[src/rtl/alu_issue_stage.sv]
// Issue register in front of the combinational ALU. It resolves operands from the
// register file, the immediate, or EX/MEM forwarding, and keeps held operands current during stalls.
module alu_issue_stage #(
  parameter int XLEN     = 32,
  parameter int IDX_W    = 5,
  parameter int ZERO_REG = 1
) (
  input  logic             clk,
  input  logic             reset,
  input  logic             flush,
  input  logic             inValid,
  output logic             inReady,
  input  logic [IDX_W-1:0] rs1Idx,
  input  logic [IDX_W-1:0] rs2Idx,
  input  logic [XLEN-1:0]  rs1Data,
  input  logic [XLEN-1:0]  rs2Data,
  input  logic [XLEN-1:0]  imm,
  input  logic             useImm,
  input  logic [IDX_W-1:0] rdIdxIn,
  input  logic [3:0]       aluOpIn,
  input  logic             signedIn,
  input  logic             exFwdValid,
  input  logic [IDX_W-1:0] exFwdRd,
  input  logic [XLEN-1:0]  exFwdData,
  input  logic             memFwdValid,
  input  logic [IDX_W-1:0] memFwdRd,
  input  logic [XLEN-1:0]  memFwdData,
  output logic             outValid,
  input  logic             outReady,
  output logic [XLEN-1:0]  srcA,
  output logic [XLEN-1:0]  srcB,
  output logic [3:0]       aluOp,
  output logic             signedOperation,
  output logic [IDX_W-1:0] rdIdxOut
);

  logic             out_valid_q, out_valid_d;
  logic [XLEN-1:0]  src_a_q, src_a_d;
  logic [XLEN-1:0]  src_b_q, src_b_d;
  logic [3:0]       alu_op_q, alu_op_d;
  logic             signed_q, signed_d;
  logic [IDX_W-1:0] rd_idx_q, rd_idx_d;
  logic [IDX_W-1:0] rs1_idx_q, rs1_idx_d;
  logic [IDX_W-1:0] rs2_idx_q, rs2_idx_d;
  logic             use_imm_q, use_imm_d;
  logic             accept;

  // The same priority chain serves fresh operands and held ones; 'fallback' is the value used when nothing matches.
  function automatic logic [XLEN-1:0] resolve(
    input logic [IDX_W-1:0] idx,
    input logic [XLEN-1:0]  fallback,
    input logic             ex_v,
    input logic [IDX_W-1:0] ex_rd,
    input logic [XLEN-1:0]  ex_data,
    input logic             mem_v,
    input logic [IDX_W-1:0] mem_rd,
    input logic [XLEN-1:0]  mem_data
  );
    if ((ZERO_REG != 0) && (idx == '0)) return '0;
    if (ex_v && (ex_rd == idx))         return ex_data;
    if (mem_v && (mem_rd == idx))       return mem_data;
    return fallback;
  endfunction

  assign inReady = !out_valid_q || outReady;
  assign accept  = inValid && inReady;

  always_comb begin
    out_valid_d = out_valid_q;
    src_a_d     = src_a_q;
    src_b_d     = src_b_q;
    alu_op_d    = alu_op_q;
    signed_d    = signed_q;
    rd_idx_d    = rd_idx_q;
    rs1_idx_d   = rs1_idx_q;
    rs2_idx_d   = rs2_idx_q;
    use_imm_d   = use_imm_q;

    if (accept) begin
      out_valid_d = 1'b1;
      src_a_d     = resolve(rs1Idx, rs1Data, exFwdValid, exFwdRd, exFwdData,
                            memFwdValid, memFwdRd, memFwdData);
      src_b_d     = useImm ? imm
                           : resolve(rs2Idx, rs2Data, exFwdValid, exFwdRd, exFwdData,
                                     memFwdValid, memFwdRd, memFwdData);
      alu_op_d    = aluOpIn;
      signed_d    = signedIn;
      rd_idx_d    = rdIdxIn;
      rs1_idx_d   = rs1Idx;
      rs2_idx_d   = rs2Idx;
      use_imm_d   = useImm;
    end else if (out_valid_q && outReady) begin
      out_valid_d = 1'b0;
    end else if (out_valid_q) begin
      // Stalled: results still arriving from EX/MEM would otherwise be lost once they retire.
      src_a_d = resolve(rs1_idx_q, src_a_q, exFwdValid, exFwdRd, exFwdData,
                        memFwdValid, memFwdRd, memFwdData);
      if (!use_imm_q) begin
        src_b_d = resolve(rs2_idx_q, src_b_q, exFwdValid, exFwdRd, exFwdData,
                          memFwdValid, memFwdRd, memFwdData);
      end
    end

    if (flush) out_valid_d = 1'b0;
  end

  always_ff @(posedge clk) begin
    if (reset) begin
      out_valid_q <= 1'b0;
      src_a_q     <= '0;
      src_b_q     <= '0;
      alu_op_q    <= '0;
      signed_q    <= 1'b0;
      rd_idx_q    <= '0;
      rs1_idx_q   <= '0;
      rs2_idx_q   <= '0;
      use_imm_q   <= 1'b0;
    end else begin
      out_valid_q <= out_valid_d;
      src_a_q     <= src_a_d;
      src_b_q     <= src_b_d;
      alu_op_q    <= alu_op_d;
      signed_q    <= signed_d;
      rd_idx_q    <= rd_idx_d;
      rs1_idx_q   <= rs1_idx_d;
      rs2_idx_q   <= rs2_idx_d;
      use_imm_q   <= use_imm_d;
    end
  end

  assign outValid        = out_valid_q;
  assign srcA            = src_a_q;
  assign srcB            = src_b_q;
  assign aluOp           = alu_op_q;
  assign signedOperation = signed_q;
  assign rdIdxOut        = rd_idx_q;

endmodule

[config.mk]
export PLATFORM = sky130hd
export DESIGN_NAME = alu_issue_stage
export DESIGN_NICKNAME = d
export VERILOG_FILES = /design/src/rtl/alu_issue_stage.sv
export SDC_FILE = /design/constraint.sdc
export NUM_CORES = 1
export LEC_CHECK = 0
export ABC_AREA = 0
export CAP_MARGIN = 20
export CORE_MARGIN = 8
export CORE_UTILIZATION = 38
export DETAILED_ROUTE_END_ITERATION = 8
export PLACE_DENSITY = 0.78
export SLEW_MARGIN = 40
export SYNTH_ARGS = -nofsm -noshare
export SYNTH_HDL_FRONTEND = slang
export SYNTH_SLANG_ARGS = --single-unit
[constraint.sdc]
create_clock -name clk -period 2 [get_ports clk]
set_input_delay 0.4 -clock clk [delete_from_list [all_inputs] [get_ports clk]]
set_output_delay 0.4 -clock clk [all_outputs]
set_load 0.005 [all_outputs]
---- Word-level counts from Yosys, hierarchy flattened ----
Cells that the tools add are included.
storage, ports and cells
  input port bits ......................... 198
  ROM bits ................................ 0
  bits in latches ......................... 0
  bits in writable memories ............... 0
  memories kept ........................... 0
  output and inout port bits .............. 76
  register bits after elaboration ......... 86
  word-level logic and storage cells ...... 127
operators by class
  order comparisons ....................... 0
  equality and inequality tests ........... 10
  multiply operators ...................... 0
  add/subtract/negate cells ............... 0
  shift-type cells ........................ 0
  divide/modulo/power cells ............... 0
  reduce and logical (&&, ||, !) cells .... 23
  muxes and demuxes ....................... 85
  bitwise gates (word level) .............. 0
operators by type and width
  kind                                                             count
  32-bit two-way mux                                               32
  1-bit two-way mux                                                53
  5-bit == test                                                    8
  5-bit logical NOT                                                4
  1-bit logical AND                                                10
  4-bit nonzero test                                               2
  4-bit AND reduction                                              1
  2-bit nonzero test                                               2
  3-bit AND reduction                                              1
  2-bit by 1-bit != test with 1-bit output, second input constant  1
  2-bit != test, second input constant                             1
  2-bit OR reduction                                               1
  1-bit logical NOT                                                1
  1-bit logical OR                                                 1

---- Longest topological paths before layout ----
Gate-level depths: netlist of run 1.
  depth in word-level cells ............... 24
  mapped depth ............................ 9
  depth with buffers taken out ............ 6

---- Least setup slack after synthesis of run 1 ----
No wires, ideal clock.
  path type ............................... input to register
  from .................................... input port memFwdRd[2]
  to ...................................... register src_a_q[11], in the netlist srcA[11]
  library setup time ...................... 119 ps
  stages on the path ...................... 8
  required time ........................... 1,881 ps
  arrival time ............................ 1,931 ps
  buffers on the path ..................... 2
  setup slack ............................. -50 ps
  cell sequence ........................... clkbuf_1 xnor2_1 nand4_1 a2111o_1 buf_2 o221ai_1 nand2_1 o221a_2
on the way
  cells in the longest elaborated chain, start to end .. 10
  elaborated cells on any way between the ends .. 27
  those cells by class .................... 2 x eq/ne; 21 x mux; 4 x reduce/logical
ends and longest elaborated chain
  element                                                                     RTL line  source
  from (decl)                                                                 26        input logic [IDX_W-1:0] memFwdRd,
  5-bit == test                                                               61        if (mem_v && (mem_rd == idx)) return mem_data;
  1-bit logical AND                                                           61
  1-bit two-way mux (2 in a row)                                              61
  1-bit two-way mux                                                           60        if (ex_v && (ex_rd == idx)) return ex_data;
  1-bit two-way mux, on equally long branches                                 94, 79
  1-bit two-way mux / 32-bit two-way mux (equally long branches)              92, 62
  1-bit two-way mux / 32-bit two-way mux (equally long branches)              79, 61
  4-bit nonzero test (no line) / 32-bit two-way mux (equally long branches)   -
  3-bit AND reduction (no line) / 32-bit two-way mux (equally long branches)  -
  to (signal assigned)                                                        120       src_a_q <= src_a_d;
  to (decl)                                                                   38        logic [XLEN-1:0] src_a_q, src_a_d;
Parallel ways exist; a longest one is shown, timed or not. The select of a mux whose other input is x is not followed.
A chain may end at the register's enable or synchronous reset.

---- Worst setup path after layout of run 1 ----
  from .................................... input port exFwdRd[4]
  to ...................................... register src_b_q[5], in the netlist srcB[5]
on the way
  cells in the longest elaborated chain, start to end .. 14
  elaborated cells on any way between the ends .. 30
  those cells by class .................... 2 x eq/ne; 24 x mux; 4 x reduce/logical
ends and longest elaborated chain
  element                         RTL line  source
  from (decl)                     23        input logic [IDX_W-1:0] exFwdRd,
  5-bit == test                   60
  1-bit logical AND               60
  1-bit two-way mux (2 in a row)  60
  1-bit two-way mux               98        if (!use_imm_q) begin
  1-bit two-way mux               94        end else if (out_valid_q) begin
  1-bit two-way mux               92        end else if (out_valid_q && outReady) begin
  1-bit two-way mux               79        if (accept) begin
  32-bit two-way mux              61
  32-bit two-way mux              60
  32-bit two-way mux              98
  32-bit two-way mux              94
  32-bit two-way mux              92
  32-bit two-way mux              79
  to (signal assigned)            121       src_b_q <= src_b_d;
  to (decl)                       39        logic [XLEN-1:0] src_b_q, src_b_d;
Parallel ways exist; a longest one is shown, timed or not. The select of a mux whose other input is x is not followed.

==> results of run 1 <==
worst max-delay path: cells and delay by family:
kind / cells / cell delay [ps]
XOR/XNOR: 1 / 160
AO/OA/AOI/OAI: 2 / 410
AND/OR/NAND/NOR: 2 / 570
buffers and inverters: 4 / 740
power by group:
part / switching [uW] / total (uW) / internal, uW
logic: 884 / 2040 / 1150
registers: 103 / 1970 / 1870
clock network: 770 / 1810 / 1040
final timing paths:
kind / cells after the start / end
worst max-delay path: 9 / srcB[5]
worst min-delay path: 2 / aluOp[1]
worst max register to register: 8 / srcB[5]
worst min register to register: 2 / aluOp[1]
area by class of cell:
cell class / count / area, sq um
diodes: 1 / 2.50
inverters: 1 / 3.75
flip-flops and latches: 86 / 1740
multi-input cells: 627 / 4030
clock inverters: 5 / 57.6
fillers: 1199 / 4470
well taps: 188 / 235
clock buffers: 11 / 253
repair buffers: 394 / 4240
routing by layer:
metal	global-route usage, %	vias up	share of wire [%]	wire length [microns]
li1	-	3627	-	-
met1	33.1	3799	36	11400
met2	48.9	653	46	14500
met3	8.95	125	13	3990
met4	14.2	0	4.7	1470
met5	0	-	0	0
logic make-up (layout without fill, tap and decap cells):
logic type,Yosys count,in the layout
AO/OA/AOI/OAI,338,338
other,0,1
XOR/XNOR,40,40
flip-flops,86,86
AND/OR/NAND/NOR,249,249
buffers and inverters,78,411
through the flow:
stage	area [sq um]	setup WS (ps)	utilization [%]
3_5_place_dp	9350	-670	62.2
4_1_cts	10100	1.31	67.2
5_1_grt	10600	-148	70.3
3_3_place_gp	9350	-580	62.2
2_1_floorplan	5770	26.6	-
6_report	10600	-77.9	70.3
registers in the layout (all words and copies together), names as in the netlist:
signal           flops
srcA                32
srcB                32
rdIdxOut             5
rs1_idx_q            5
rs2_idx_q            5
aluOp                4
outValid             1
signedOperation      1
use_imm_q            1
layout by cell type (no fill, tap or decap), types with 16 or more instances in the layout:
master	synthesis	final
o221ai_1	32	23
clkbuf_16	0	16
o21ai_0	70	61
buf_12	0	27
a31oi_1	65	63
a311o_1	32	32
a21oi_1	54	52
buf_6	3	18
a22o_1	31	31
clkdlybuf4s50_1	0	251
a31o_2	22	22
xor2_1	24	20
buf_4	0	62
o21ai_1	17	25
nand2_1	181	179
nor2_1	39	38
dfxtp_1	86	76
what timing repair did:
item / CTS / global route
cloned: 8 / 8
buffers inserted: 13 / 9
setup endpoints to repair: 65 / 64
pin swaps: 21 / 52
gates resized for setup: 68 / 80
==> impl_metrics.yaml, run 1 <==
synthesis:
  yosys-top-cells-count: "nand2_1, dfxtp_1, o21ai_0, a31oi_1"
  synth_area_sq_mm: 0.00576
  yosys_warnings: 0
  synth_seq_cells: 86
  synthSimpleGateAreaFrac_pct: 17.5
  ys_seq_area_share_pct: 29.9
  syn_inst: 791
  synth_top_area_cell: "dfxtp_1"
  synth_top_area_share_pct: 29.9
  yosysUniqueCellTypes: 38
  syn_area_per_cell_sq_um: 7.29
  ys.flop_type: "dfxtp_1"
  synth-compound-area-share_pct: 40.7
  async_flop_share_pct: 0
  synth-xor-area-share_pct: 6.08
  synth_nets: 989
  synth_top_family_by_area: "compound AO/OA/AOI/OAI gates"
  synth-edff-count: 0
  yosys-mux-area-fraction_pct: 0
  synthMostInstantiatedCell: "nand2_1"
  synthAdderAreaFrac_pct: 0
  synthTopCellsByArea: "dfxtp_1, nand2_1, a31oi_1"
floorplanning:
  dieArea_sq_mm: 0.0194
  boundaryPins: 274
  initial_utilization_pct: 38.3
  num_rows: 45
  die_y_microns: 139
  die_w_microns: 139
  core_sq_mm: 0.0150
timing:
  fmax_mhz: 481
  worst_pin_slew_ps: 463
  fin_ws_ps: -77.9
  finalHoldViolCount: 0
  whs_ps: 456
  maxSlewViolCount: 0
  finalSetupTns_ps: -151
  fin_crit_ps: 2080
  slew_headroom_pct: 68.9
  finalClockSkew_ps: 11.4
  rsz0062_at_grt: "true"
  setup_viol: 5
  post-route-period-util_pct: 104
global_route:
  gr-total-overflow: 0
  track_usage_pct: 29.1
  grt_pass1_wl_mm: 45.0
  antenna_found_initial: 1
  first_global_vias: 8137
  grt_max_degree: 43
routing:
  drt_iter0_markers: 1058
  vias_per_cell: 6.25
  wl_mm: 31.3
  detail_route.wl_per_cell_microns: 23.9
  dr.pass1.iters: 7
  drcViolationCount: 0
  vias: 8204
  antenna_left: 0
placement:
  io_buffers: 273
  dp_cells: 1262
  hpwl_mm: 20.4
  gp_congestion: 0.979
worst_setup_path:
  path_cells: "dlygate4sd2_1 > buf_4 > xor2_1 > or3_4 > nor3b_4 > buf_12 > buf_12 > a222oi_1 > a31oi_1"
  required_ps: 2220
  worst_path_largest_cell_delay_ps: 400
  r2r_slack_ps: -70
  cp_max_fo: 7
  end_kind: "flop"
  rr_startpoint: "rs2_idx_q[4]"
  cp-startpoint: "exFwdRd[4]"
  cp_slowest_cell: "or3_4"
  critPathKind: "input pin to flop"
  start_kind: "input pin"
  timing.critical_path.mode_cell: "buf_12"
  worstPathArrival_ps: 2290
cells_and_area:
  drive_gt1_share_pct: 21.1
  fin_nets: 1317
  fin_cells: 1313
  area_growth_pct: 83.3
power_and_ir_drop:
  p_leak_uw: 0.00399
  finalPower_uw: 5820
  power.density_mw_per_mm2: 551
  peakVddDrop_mv: 0.496
cts:
  cts_tree: "yes"
  cts_max_level: 3
  cts_hold_buf: 0
  cts_inserted_buffers: 9
  clockBufferDepth: 2
  cts.sinks: 86
  clockRootBuffer: "clkbuf_16"
  clk_pin_slew_ps: 60
  clkLatencyLatePin_ps: 350
hold_path:
  hp-class: "flop to flop"
  min_from: "aluOp[1]"
flow_run:
  maxCapViolCount: 0
status:
  outcome: "complete, but fails checks"
  violations: "setup timing"
(Power assumes the default switching activity.)
==> run 2, diff against run 1 <==
ABC_AREA = unset   (was 0)
==> results of run 2 <==
The final DEF is identical to that of run 1; final timing and power are the same.
